## src/rtl/pwm_bank_pkg.sv

```systemverilog
// Shared types for the PWM bank: channel mode and direction encodings plus the
// per-channel state record. Duty/level fields are sized for the widest supported counter.
package pwm_bank_pkg;

  // Widest CTR_LEN the bank supports; narrower counters are zero-extended into these fields.
  localparam int DUTY_W = 16;

  typedef logic [DUTY_W-1:0] duty_t;

  typedef enum logic {
    PWM_STATIC  = 1'b0,
    PWM_BREATHE = 1'b1
  } pwm_mode_e;

  typedef enum logic {
    DIR_UP   = 1'b0,
    DIR_DOWN = 1'b1
  } pwm_dir_e;

  typedef struct packed {
    duty_t     duty;   // shadow duty (static) or ceiling (breathe)
    pwm_mode_e mode;   // shadow mode
    duty_t     level;  // breathe level currently applied
    pwm_dir_e  dir;    // breathe direction
  } chan_state_t;

  function automatic duty_t clamp_level(input duty_t level, input duty_t ceil);
    return (level > ceil) ? ceil : level;
  endfunction

endpackage

```

## src/rtl/pwm_channel.sv

```systemverilog
// One PWM channel: shadow registers written at any time, active duty reloaded at the
// period boundary, and an optional triangle "breathe" ramp stepped by fade_step.
module pwm_channel
  import pwm_bank_pkg::*;
#(
  parameter int CTR_LEN = 8
) (
  input  logic               clk,
  input  logic               rst,
  input  logic [CTR_LEN-1:0] ctr,
  input  logic               boundary,
  input  logic               fade_step,
  input  logic               wr,
  input  pwm_mode_e          wr_mode,
  input  logic [CTR_LEN-1:0] wr_duty,
  output logic               pwm
);

  chan_state_t st, st_n;
  pwm_mode_e   act_mode, act_mode_n;
  duty_t       active, active_n;
  duty_t       lvl;
  pwm_dir_e    dir;

  always_comb begin
    st_n       = st;
    act_mode_n = act_mode;
    active_n   = active;
    lvl        = st.level;
    dir        = st.dir;

    if (wr) begin
      st_n.duty = DUTY_W'(wr_duty);
      st_n.mode = wr_mode;
    end

    // Transfer reads st (pre-edge shadow), so a write in the boundary cycle waits a period.
    if (boundary) begin
      act_mode_n = st.mode;
      if (st.mode == PWM_STATIC) begin
        active_n = st.duty;
      end else if (act_mode == PWM_STATIC) begin
        st_n.level = '0;
        st_n.dir   = DIR_UP;
        active_n   = '0;
      end else begin
        lvl = clamp_level(st.level, st.duty);
        if (fade_step) begin
          if (st.duty == '0) begin
            lvl = '0;
            dir = DIR_UP;
          end else if ((dir == DIR_UP && lvl < st.duty) || lvl == '0) begin
            lvl = lvl + DUTY_W'(1);
            dir = (lvl >= st.duty) ? DIR_DOWN : DIR_UP;
          end else begin
            lvl = lvl - DUTY_W'(1);
            dir = (lvl == '0) ? DIR_UP : DIR_DOWN;
          end
        end
        st_n.level = lvl;
        st_n.dir   = dir;
        active_n   = lvl;
      end
    end
  end

  always_ff @(posedge clk or posedge rst) begin
    if (rst) begin
      st       <= '{duty: '0, mode: PWM_STATIC, level: '0, dir: DIR_UP};
      act_mode <= PWM_STATIC;
      active   <= '0;
      pwm      <= 1'b0;
    end else begin
      st       <= st_n;
      act_mode <= act_mode_n;
      active   <= active_n;
      pwm      <= (active > DUTY_W'(ctr));
    end
  end

endmodule

```

## src/rtl/pwm_bank.sv

```systemverilog
// Multi-channel PWM bank: shared free-running counter, breathe step prescaler,
// write-address decode and the period_start marker; per-channel logic lives in pwm_channel.
module pwm_bank
  import pwm_bank_pkg::*;
#(
  parameter  int CHANNELS = 8,
  parameter  int CTR_LEN  = 8,
  parameter  int FADE_DIV = 16,
  localparam int AW       = (CHANNELS > 1) ? $clog2(CHANNELS) : 1,
  localparam int FW       = (FADE_DIV > 1) ? $clog2(FADE_DIV) : 1
) (
  input  logic                clk,
  input  logic                rst,
  input  logic                wr_en,
  input  logic [AW-1:0]       wr_addr,
  input  logic                wr_mode,
  input  logic [CTR_LEN-1:0]  wr_duty,
  output logic [CHANNELS-1:0] pwm,
  output logic                period_start
);

  logic [CTR_LEN-1:0] ctr;
  logic [FW-1:0]      fade_ctr;
  logic               boundary;
  logic               fade_step;

  assign boundary  = (ctr == '1);
  assign fade_step = boundary && (fade_ctr == FW'(FADE_DIV - 1));

  always_ff @(posedge clk or posedge rst) begin
    if (rst) begin
      ctr          <= '0;
      fade_ctr     <= '0;
      period_start <= 1'b0;
    end else begin
      ctr          <= ctr + CTR_LEN'(1);
      // Registered like pwm, so it marks the cycle in which pwm reflects ctr = 0.
      period_start <= (ctr == '0);
      if (boundary)
        fade_ctr <= (fade_ctr == FW'(FADE_DIV - 1)) ? '0 : fade_ctr + FW'(1);
    end
  end

  for (genvar g = 0; g < CHANNELS; g++) begin : g_ch
    logic wr_sel;
    // Out-of-range addresses match no channel and are dropped.
    assign wr_sel = wr_en && (wr_addr == AW'(g));

    pwm_channel #(.CTR_LEN(CTR_LEN)) u_ch (
      .clk       (clk),
      .rst       (rst),
      .ctr       (ctr),
      .boundary  (boundary),
      .fade_step (fade_step),
      .wr        (wr_sel),
      .wr_mode   (pwm_mode_e'(wr_mode)),
      .wr_duty   (wr_duty),
      .pwm       (pwm[g])
    );
  end

endmodule

```

## config.mk

```make
export PLATFORM = sky130hd
export DESIGN_NAME = pwm_bank
export DESIGN_NICKNAME = d
export VERILOG_FILES = /design/src/rtl/pwm_bank_pkg.sv /design/src/rtl/pwm_channel.sv /design/src/rtl/pwm_bank.sv
export SDC_FILE = /design/constraint.sdc
export NUM_CORES = 1
export LEC_CHECK = 0
export ABC_CLOCK_PERIOD_IN_PS = 17400
export CAP_MARGIN = 20
export CORE_MARGIN = 10
export CORE_UTILIZATION = 50
export DETAILED_ROUTE_END_ITERATION = 16
export HOLD_SLACK_MARGIN = 0.06
export PLACE_DENSITY = 0.72
export SYNTH_ARGS = -nofsm -noshare
export SYNTH_HDL_FRONTEND = slang
export SYNTH_SLANG_ARGS = --single-unit
export TNS_END_PERCENT = 50
```

## constraint.sdc

```tcl
create_clock -name clk -period 17.4 [get_ports clk]
set_clock_uncertainty 0.05 [all_clocks]
set_input_delay 5.22 -clock clk [delete_from_list [all_inputs] [get_ports clk]]
set_output_delay 5.22 -clock clk [all_outputs]
set_load 0.1 [all_outputs]
```

==> flow_summary.rst, run 1 <==
.. list-table::
   :header-rows: 1

   * - Metric
     - Value
   * - RSZ-0062 raised after global routing
     - false
   * - Dpl hpwl
     - 55800 um
   * - Post-route fraction of the period consumed by the critical path
     - 43.6%
   * - Count of antenna diodes in the layout
     - 0
   * - Complex-gate fraction of the synthesized area
     - 16.9%
   * - Antenna violations before repair
     - 2
   * - Number of stages on the worst setup path
     - 4
   * - Buffer cell driving the clock tree root
     - sky130_fd_sc_hd__clkbuf_16
   * - Reg2Reg Launch Point
     - g_ch[6].u_ch.st[21]$_DFFE_PP0P_
   * - TritonCTS buffer count
     - 42
   * - Largest driver fanout on the critical path
     - 108
   * - Post-Synthesis Cells
     - 3015
   * - Simple-Gate Fraction of Synth Area
     - 19.8%
   * - Critical path data arrival time
     - 8.09 ns
   * - Part of the power in registers
     - 42.9%
   * - Count of flip-flops with a built-in enable after synthesis
     - 0
   * - Count of final hold-check violations
     - 0
   * - Ports placed on the boundary
     - 24
   * - Clock Sink Count
     - 365
   * - Ranking of synthesized cells by area
     - sky130_fd_sc_hd__dfrtp_1 (34%), sky130_fd_sc_hd__ha_1 (13%), sky130_fd_sc_hd__mux2i_1 (5.1%), sky130_fd_sc_hd__nand2_1 (4.9%), sky130_fd_sc_hd__o21ai_0 (3.7%)
   * - Power spent charging and discharging nets
     - 704 uW
   * - Antenna-violating nets left
     - 0
   * - Count of yosys warnings during synthesis
     - 0
   * - Worst setup EP type
     - asynchronous set/reset pin
   * - Non-filler instance count after layout
     - 3684
   * - Vias in the first global route
     - 22841
   * - Commonest cells in the synthesized netlist
     - sky130_fd_sc_hd__dfrtp_1 (365), sky130_fd_sc_hd__nand2_1 (352), sky130_fd_sc_hd__ha_1 (275), sky130_fd_sc_hd__o21ai_0 (197), sky130_fd_sc_hd__nor2_1 (180)
   * - Initial core utilization
     - 50.8%
   * - Setup-violating endpoint count in the final report
     - 0
   * - Vias per cell
     - 6.38
   * - Clock share of power
     - 40.3%
   * - Mux share of post-synthesis cell area
     - 8.07%
   * - Wire length of the first global-routing pass
     - 125000 um
   * - Die Ht
     - 252 um
   * - Start point of the critical path
     - rst
   * - Weighted congestion at the end of routability-driven global placement
     - 0.975
   * - Post-cts resize count
     - 0
   * - Maximum operating frequency
     - 132 MHz
   * - First-pass detailed-route iteration total
     - 6
   * - Dominant combinational cell family by area after synthesis
     - simple AND/OR/NAND/NOR gates
   * - Top cell by count, worst path
     - sky130_fd_sc_hd__buf_4
   * - Transition at the pin with the smallest max-transition slack
     - 1.13 ns
   * - Arithmetic-cell share of the synthesized area counting full adders, half adders and majority gates
     - 12.8%
   * - Crit Reg-Reg Endpoint
     - g_ch[6].u_ch.st[4]$_DFFE_PP0P_
   * - Crit-path max cell delay
     - 0.86 ns
   * - Library cells used by synthesis
     - 99
   * - Area of the multi-input gates
     - 16600 um^2
   * - Instance count after placement with tap cells included
     - 3607
   * - Setup TNS
     - 0 ns
   * - Post-synthesis share of cell area spent on xor and xnor gates
     - 3.88%
   * - Crit path required time
     - 17.90 ns
   * - Area of the mapped netlist
     - 26900 um^2
   * - Area taken by flip-flops and latches
     - 9130 um^2
   * - Standard cell with the maximum stage delay on the critical path
     - sky130_fd_sc_hd__buf_4
   * - Cell family with most CP delay
     - buffers and inverters
   * - Placeable core region
     - 52900 um^2
   * - Post-placement setup slack
     - 9.08 ns
   * - Max capacitance violation total
     - 0
   * - Hold depth
     - 2
   * - Setup CP Type
     - in2async
   * - H-tree levels
     - 2
   * - Worst slew margin
     - 24.6%
   * - Fraction of final layout cells with drive strength greater than 1
     - 6.81%
   * - DIE AREA
     - 63400 um^2
   * - Destination of the worst hold path
     - g_ch[0].u_ch.st[16]$_DFFE_PP0P_
   * - IO Port Bufs
     - 23
   * - CTS Hold Buffers Added
     - 0
   * - Area growth syn-to-layout
     - 7.65%
   * - FF-to-FF setup slack
     - 11.28 ns
   * - Final WL
     - 77700 um
   * - Yosys reg bits
     - 365
   * - Most numerous cell in the Yosys netlist
     - sky130_fd_sc_hd__dfrtp_1
   * - Synthesized Nets
     - 3305
   * - Worst-case setup margin in the final layout
     - 9.82 ns
   * - Clk_lat worst skew
     - 0.58 ns
   * - CP Cell Sequence
     - clkdlybuf4s50_1 -> inv_8 -> buf_4 -> buf_4
   * - FFs w/ async S/R, synth
     - 100%
   * - Clock tree from TritonCTS
     - done
   * - Worst min path class
     - reg2reg
   * - Final net count
     - 3253
   * - Clock transition at path regs
     - 0.05 ns
   * - Buffers plus inverters on the worst setup path
     - 4
   * - Fillcell total
     - 4703
   * - Leak Pwr
     - 15.1 nW
   * - Die Span X
     - 252 um
   * - Category of the worst setup path launch point
     - primary input
   * - Fraction of the yosys area taken by sequential cells
     - 34.0%
   * - Number of DRC markers after the initial detailed-route iteration
     - 2457
   * - Minimum period implied by the final worst setup slack
     - 7.58 ns
   * - Maximum number of pins on one net before global-route repair
     - 109
   * - Hold path start
     - g_ch[0].u_ch.st[16]$_DFFE_PP0P_
   * - Most instantiated flip-flop cell in the synthesis netlist
     - sky130_fd_sc_hd__dfrtp_1
   * - Routed wire length per instance
     - 21.1 um
   * - Number of rows in the core area
     - 84
   * - Cell taking the most area after synthesis
     - sky130_fd_sc_hd__dfrtp_1
   * - DRC errors left
     - 0
   * - Mean Syn Cell Area
     - 8.91 um^2
   * - Total routing resource utilization after global routing
     - 24.1%
   * - Worst vdd ir
     - 0.0000566 V
   * - Power density over cell area
     - 78.4 nW/um^2
   * - Overflow after GRT
     - 0
   * - Final count of pins violating max slew
     - 0
   * - Setup bufs post-CTS
     - 0
   * - Internal power contribution
     - 1.56 mW
   * - Fraction of post-synthesis cell area in the top cell type by area
     - 34.0%
   * - Maximum buffer depth of the clock tree
     - 3
   * - Sw Share
     - 31.0%
   * - Cells on worst reg2reg path
     - 17
   * - Status
     - complete, no violations
   * - Combinational group share of total power
     - 16.9%
   * - DR vias
     - 23496
## tightest hold or removal path, delay by kind of cell (launching register included)
kind,cells,cell delay [ns]
simple gates,2,0.10
flops,1,0.34
## flip-flops by register name, summed over array words and instances, names as in the netlist
register,flops
period_start,1
g_ch.u_ch.act_mode,8
fade_ctr,4
g_ch.u_ch.st,208
ctr,8
g_ch.u_ch.active,128
g_ch.u_ch.pwm,8
## cells in the final DEF, fill, tap and decap left out, drive strengths merged, types with 10 or more instances in the layout
| master | Yosys | final |
|---|---|---|
| a211o | 22 | 22 |
| o211ai | 31 | 31 |
| dfrtp | 365 | 365 |
| clkdlybuf4s50 | 0 | 23 |
| buf | 46 | 19 |
| nor3 | 92 | 92 |
| a31oi | 21 | 21 |
| nand2b | 26 | 26 |
| ha | 275 | 275 |
| o31ai | 10 | 10 |
| xnor2 | 87 | 87 |
| o21a | 32 | 32 |
| or4 | 10 | 10 |
| o311ai | 17 | 17 |
| nand3 | 114 | 114 |
| clkbuf | 92 | 61 |
| inv | 145 | 150 |
| a211oi | 20 | 20 |
| nand4 | 69 | 69 |
| nand2 | 352 | 352 |
| a21oi | 128 | 128 |
| nor2 | 183 | 183 |
| o21ai | 207 | 207 |
| nor4 | 60 | 60 |
| a21o | 118 | 118 |
| mux2i | 139 | 139 |
| nor2b | 30 | 30 |
| and3 | 30 | 30 |
| or3 | 16 | 16 |
| xor2 | 32 | 32 |
| and2 | 42 | 42 |
| mux2 | 66 | 66 |
| clkinv | 8 | 17 |
## stage by stage
step                power [mW]  hold WS, ns  util (%)  area [um^2]
finish                    2.27        0.420      54.7        28900
global placement          1.34        0.402      52.0        27500
global route              2.36        0.435      54.7        28900
floorplan                 1.23        0.387         -        26900
detailed placement        1.36        0.411      52.0        27500
CTS                       2.28        0.424      54.7        28900
## cell type report
cell class | count | area share [%]
multi-input cells | 2359 | 57.2
flip-flops and latches | 365 | 31.6
clock buffers | 61 | 4.38
well taps | 688 | 2.98
inverters | 153 | 2.01
repair buffers | 42 | 1.29
clock inverters | 16 | 0.558
## cells by family after synthesis
group / after synthesis
adders and majority gates: 275
xor gates and xnor gates: 119
muxes: 206
and+or+nand+nor: 1071
AOI/OAI and AO/OA: 688
buffers and inverters: 291
DFF: 365
## power groups by stage
| stage | clock (mW) | combinational [mW] | sequential (mW) |
|---|---|---|---|
| 4_1_cts | 0.931 | 0.378 | 0.968 |
| 3_3_place_gp | 0 | 0.361 | 0.982 |
| 5_1_grt | 0.961 | 0.427 | 0.976 |
| 3_5_place_dp | 0 | 0.376 | 0.982 |
| 6_report | 0.913 | 0.383 | 0.972 |
| 2_1_floorplan | 0 | 0.292 | 0.935 |
## worst max path at each step
stage,endpoint,slack [ns]
2_1_floorplan,ctr[0]$_DFF_PP0_,2.00
3_3_place_gp,g_ch[1].u_ch.st[11]$_DFFE_PP0P_,9.22
3_5_place_dp,g_ch[0].u_ch.st[14]$_DFFE_PP0P_,9.08
4_1_cts,g_ch[0].u_ch.st[14]$_DFFE_PP0P_,9.69
5_1_grt,g_ch[0].u_ch.st[14]$_DFFE_PP0P_,9.35
6_report,g_ch[0].u_ch.st[14]$_DFFE_PP0P_,9.82
## metal layers
layer  share of wire (%)  wire length, um  global-route usage, %  vias up
li1                    -                -                      -    10833
met5               0.017               13                      0        -
met4                 2.9             2240                   7.55        2
met3                 7.7             5990                   3.78      182
met2                  46            35400                   38.6      987
met1                  44            34000                   32.9    11492
Power figures use the tool's default switching activity.
==> run 2: changes to the inputs <==
--- a/config.mk
+++ b/config.mk
@@ -5,7 +5,7 @@
 export SDC_FILE = /design/constraint.sdc
 export NUM_CORES = 1
 export LEC_CHECK = 0
-export ABC_CLOCK_PERIOD_IN_PS = 17400
+export ABC_CLOCK_PERIOD_IN_PS = 7800
 export CAP_MARGIN = 20
 export CORE_MARGIN = 10
 export CORE_UTILIZATION = 50
==> constraint.sdc (replaced) <==
create_clock -name clk -period 7.8 [get_ports clk]
set_clock_uncertainty 0.05 [all_clocks]
set_input_delay 2.34 -clock clk [delete_from_list [all_inputs] [get_ports clk]]
set_output_delay 2.34 -clock clk [all_outputs]
set_load 0.1 [all_outputs]
==> flow_summary.rst, run 2 (synthesis results as in run 1) <==
.. list-table::
   :header-rows: 1

   * - Metric
     - Value
   * - Final net count
     - 3254 (+0.031%)
   * - Number of DRC markers after the initial detailed-route iteration
     - 2217 (-9.8%)
   * - Antenna-violating nets left
     - 0 (unchanged)
   * - Clock Sink Count
     - 365 (unchanged)
   * - Crit-path max cell delay
     - 0.59 ns (-0.27 ns)
   * - Total routing resource utilization after global routing
     - 24.4% (+0.28 points)
   * - Clock transition at path regs
     - 0.06 ns (about the same)
   * - Maximum buffer depth of the clock tree
     - 3 (unchanged)
   * - Largest driver fanout on the critical path
     - 14 (-87%)
   * - Clock tree from TritonCTS
     - done
   * - Vias in the first global route
     - 22772 (-0.30%)
   * - Minimum period implied by the final worst setup slack
     - 6.11 ns
   * - Cell family with most CP delay
     - compound AO/OA/AOI/OAI gates
   * - Worst setup EP type
     - flop
   * - Ports placed on the boundary
     - 24 (unchanged)
   * - Setup bufs post-CTS
     - 0 (unchanged)
   * - Number of rows in the core area
     - 84 (unchanged)
   * - Final count of pins violating max slew
     - 0 (unchanged)
   * - Worst min path class
     - reg2reg
   * - Standard cell with the maximum stage delay on the critical path
     - sky130_fd_sc_hd__or2_1
   * - Critical path data arrival time
     - 6.49 ns (-1.60 ns)
   * - Post-route fraction of the period consumed by the critical path
     - 78.4%
   * - Max capacitance violation total
     - 0 (unchanged)
   * - Area growth syn-to-layout
     - 8.54%
   * - DRC errors left
     - 0 (unchanged)
   * - Area taken by flip-flops and latches
     - 9130 um^2 (unchanged)
   * - Worst vdd ir
     - 0.000145 V (+160%)
   * - Largest register FFs
     - 208 (unchanged)
   * - FF-to-FF setup slack
     - 1.69 ns (-9.59 ns)
   * - Maximum number of pins on one net before global-route repair
     - 149 (+37%)
   * - TritonCTS buffer count
     - 44 (+4.8%)
   * - Count of final hold-check violations
     - 0 (unchanged)
   * - Cells on worst reg2reg path
     - 20 (+3)
   * - Vias per cell
     - 6.25 (-1.9%)
   * - Buffer cell driving the clock tree root
     - sky130_fd_sc_hd__clkbuf_16
   * - Setup-violating endpoint count in the final report
     - 0 (unchanged)
   * - Fillcell total
     - 4733 (+0.64%)
   * - H-tree levels
     - 2 (unchanged)
   * - Category of the worst setup path launch point
     - flop
   * - IO Port Bufs
     - 23 (unchanged)
   * - Largest registers
     - g_ch.u_ch.st (208), g_ch.u_ch.active (128)
   * - Number of stages on the worst setup path
     - 20 (+16)
   * - Overflow after GRT
     - 0 (unchanged)
   * - RSZ-0062 raised after global routing
     - false
   * - Die Ht
     - 252 um (unchanged)
   * - Placeable core region
     - 52900 um^2 (unchanged)
   * - Dpl hpwl
     - 55900 um (+0.15%)
   * - Post-placement setup slack
     - 1.78 ns (-7.30 ns)
   * - Maximum operating frequency
     - 164 MHz
   * - Area of the multi-input gates
     - 16600 um^2 (about the same)
   * - Crit Reg-Reg Endpoint
     - g_ch[5].u_ch.active[3]$_DFFE_PP0N_
   * - CTS Hold Buffers Added
     - 0 (unchanged)
   * - Commonest cells after routing, fill and taps aside
     - sky130_fd_sc_hd__dfrtp_1 (365), sky130_fd_sc_hd__nand2_1 (352), sky130_fd_sc_hd__ha_1 (275)
   * - Final design utilization
     - 55.2% (+0.45 points)
   * - Buffers plus inverters on the worst setup path
     - 5 (+1)
   * - Register ranked first by flip-flop count
     - g_ch.u_ch.st
   * - DR vias
     - 23051 (-1.9%)
   * - Setup TNS
     - 0 ns (unchanged)
   * - Routed wire length per instance
     - 21.3 um (+0.85%)
   * - Most frequent standard cell in the layout excluding fill and tap cells
     - sky130_fd_sc_hd__dfrtp_1
   * - Power density over cell area
     - 182 nW/um^2 (+130%)
   * - Worst slew margin
     - 29.5% (+4.9 points)
   * - Count of antenna diodes in the layout
     - 0 (unchanged)
   * - Leak Pwr
     - 15.2 nW (+0.56%)
   * - Weighted congestion at the end of routability-driven global placement
     - 0.963 (-1.2%)
   * - Crit path required time
     - 8.18 ns (-9.72 ns)
   * - Transition at the pin with the smallest max-transition slack
     - 1.05 ns (-0.0770 ns)
   * - Reg2Reg Launch Point
     - g_ch[5].u_ch.st[20]$_DFFE_PP0P_
   * - Clk_lat worst skew
     - 0.58 ns (about the same)
   * - Wire length of the first global-routing pass
     - 126000 um (+0.45%)
   * - Start point of the critical path
     - g_ch[5].u_ch.st[20]$_DFFE_PP0P_
   * - Antenna violations before repair
     - 3 (+1)
   * - Initial core utilization
     - 50.8% (unchanged)
   * - Die Span X
     - 252 um (unchanged)
   * - Final WL
     - 78400 um (+0.90%)
   * - CP Cell Sequence
     - clkinv_1 -> ha_1 -> o21a_1 -> o21ai_0 -> a211oi_2 -> or2_1 -> buf_4 -> mux2i_1 -> inv_1 -> ha_1 -> a211oi_1 -> nand3_1 -> a2111oi_0 -> inv_1 -> and3_1 -> mux2i_1 -> buf_4 -> and4b_1 -> o311ai_1 -> nand3_1
   * - Capturing instance or port of the critical path
     - g_ch[5].u_ch.active[3]$_DFFE_PP0N_
   * - Setup CP Type
     - reg2reg
   * - First-pass detailed-route iteration total
     - 6 (unchanged)
   * - DIE AREA
     - 63400 um^2 (unchanged)
   * - Post-cts resize count
     - 0 (unchanged)
   * - Status
     - complete, no violations
   * - Worst-case setup margin in the final layout
     - 1.69 ns (-8.13 ns)
   * - Fraction of final layout cells with drive strength greater than 1
     - 7.04% (+0.23 points)
[run 2: final cells by class]
class / instances / share of cell area, %
clock buffer: 55 / 4.19
clock inverter: 25 / 1.41
inverter: 153 / 1.98
multi-input combinational: 2359 / 56.8
sequential: 365 / 31.3
tap: 688 / 2.95
timing repair buffer: 41 / 1.38
[run 2: tightest hold or removal path: cells and delay by family (launching register included)]
kind,cells,cell delay [ns]
DFF,1,0.34
and+or+nand+nor,2,0.10
[run 2: report_power, final]
part | switching (mW) | internal [mW]
sequential | 0.173 | 1.97
combinational | 0.537 | 0.316
clock | 0.852 | 1.45
[run 2: stage by stage]
| step | hold slack (ns) | cell area (um^2) | total power, mW | std cells |
|---|---|---|---|---|
| 2_1_floorplan | 0.387 | 26900 | 2.74 | 3015 |
| 3_3_place_gp | 0.401 | 27500 | 2.99 | 3606 |
| 3_5_place_dp | 0.410 | 27500 | 3.01 | 3606 |
| 4_1_cts | 0.423 | 29200 | 5.34 | 3686 |
| 5_1_grt | 0.438 | 29200 | 5.54 | 3686 |
| 6_report | 0.418 | 29200 | 5.30 | 3686 |
[run 2: how the worst min path moves through the flow]
stage | startpoint | endpoint | slack [ns] | cells past startpoint
floorplan | g_ch[3].u_ch.active[9]$_DFFE_PP0N_ | g_ch[3].u_ch.pwm$_DFF_PP0_ | 0.39 | 2
global placement | g_ch[0].u_ch.st[16]$_DFFE_PP0P_ | g_ch[0].u_ch.st[16]$_DFFE_PP0P_ | 0.40 | 2
detailed placement | g_ch[4].u_ch.active[12]$_DFFE_PP0N_ | g_ch[4].u_ch.active[12]$_DFFE_PP0N_ | 0.41 | 2
CTS | g_ch[4].u_ch.active[12]$_DFFE_PP0N_ | g_ch[4].u_ch.active[12]$_DFFE_PP0N_ | 0.42 | 2
global route | g_ch[5].u_ch.st[9]$_DFFE_PP0P_ | g_ch[5].u_ch.st[9]$_DFFE_PP0P_ | 0.44 | 1
finish | g_ch[4].u_ch.active[12]$_DFFE_PP0N_ | g_ch[4].u_ch.active[12]$_DFFE_PP0N_ | 0.42 | 2
[run 2: routing by layer]
| metal | vias up | GRT usage [%] | share of wire, % |
|---|---|---|---|
| met5 | - | 0 | 0 |
| met4 | 0 | 8.14 | 3.0 |
| met3 | 159 | 3.80 | 7.0 |
| met2 | 836 | 39.4 | 46 |
| met1 | 11206 | 32.9 | 44 |
| li1 | 10850 | - | - |
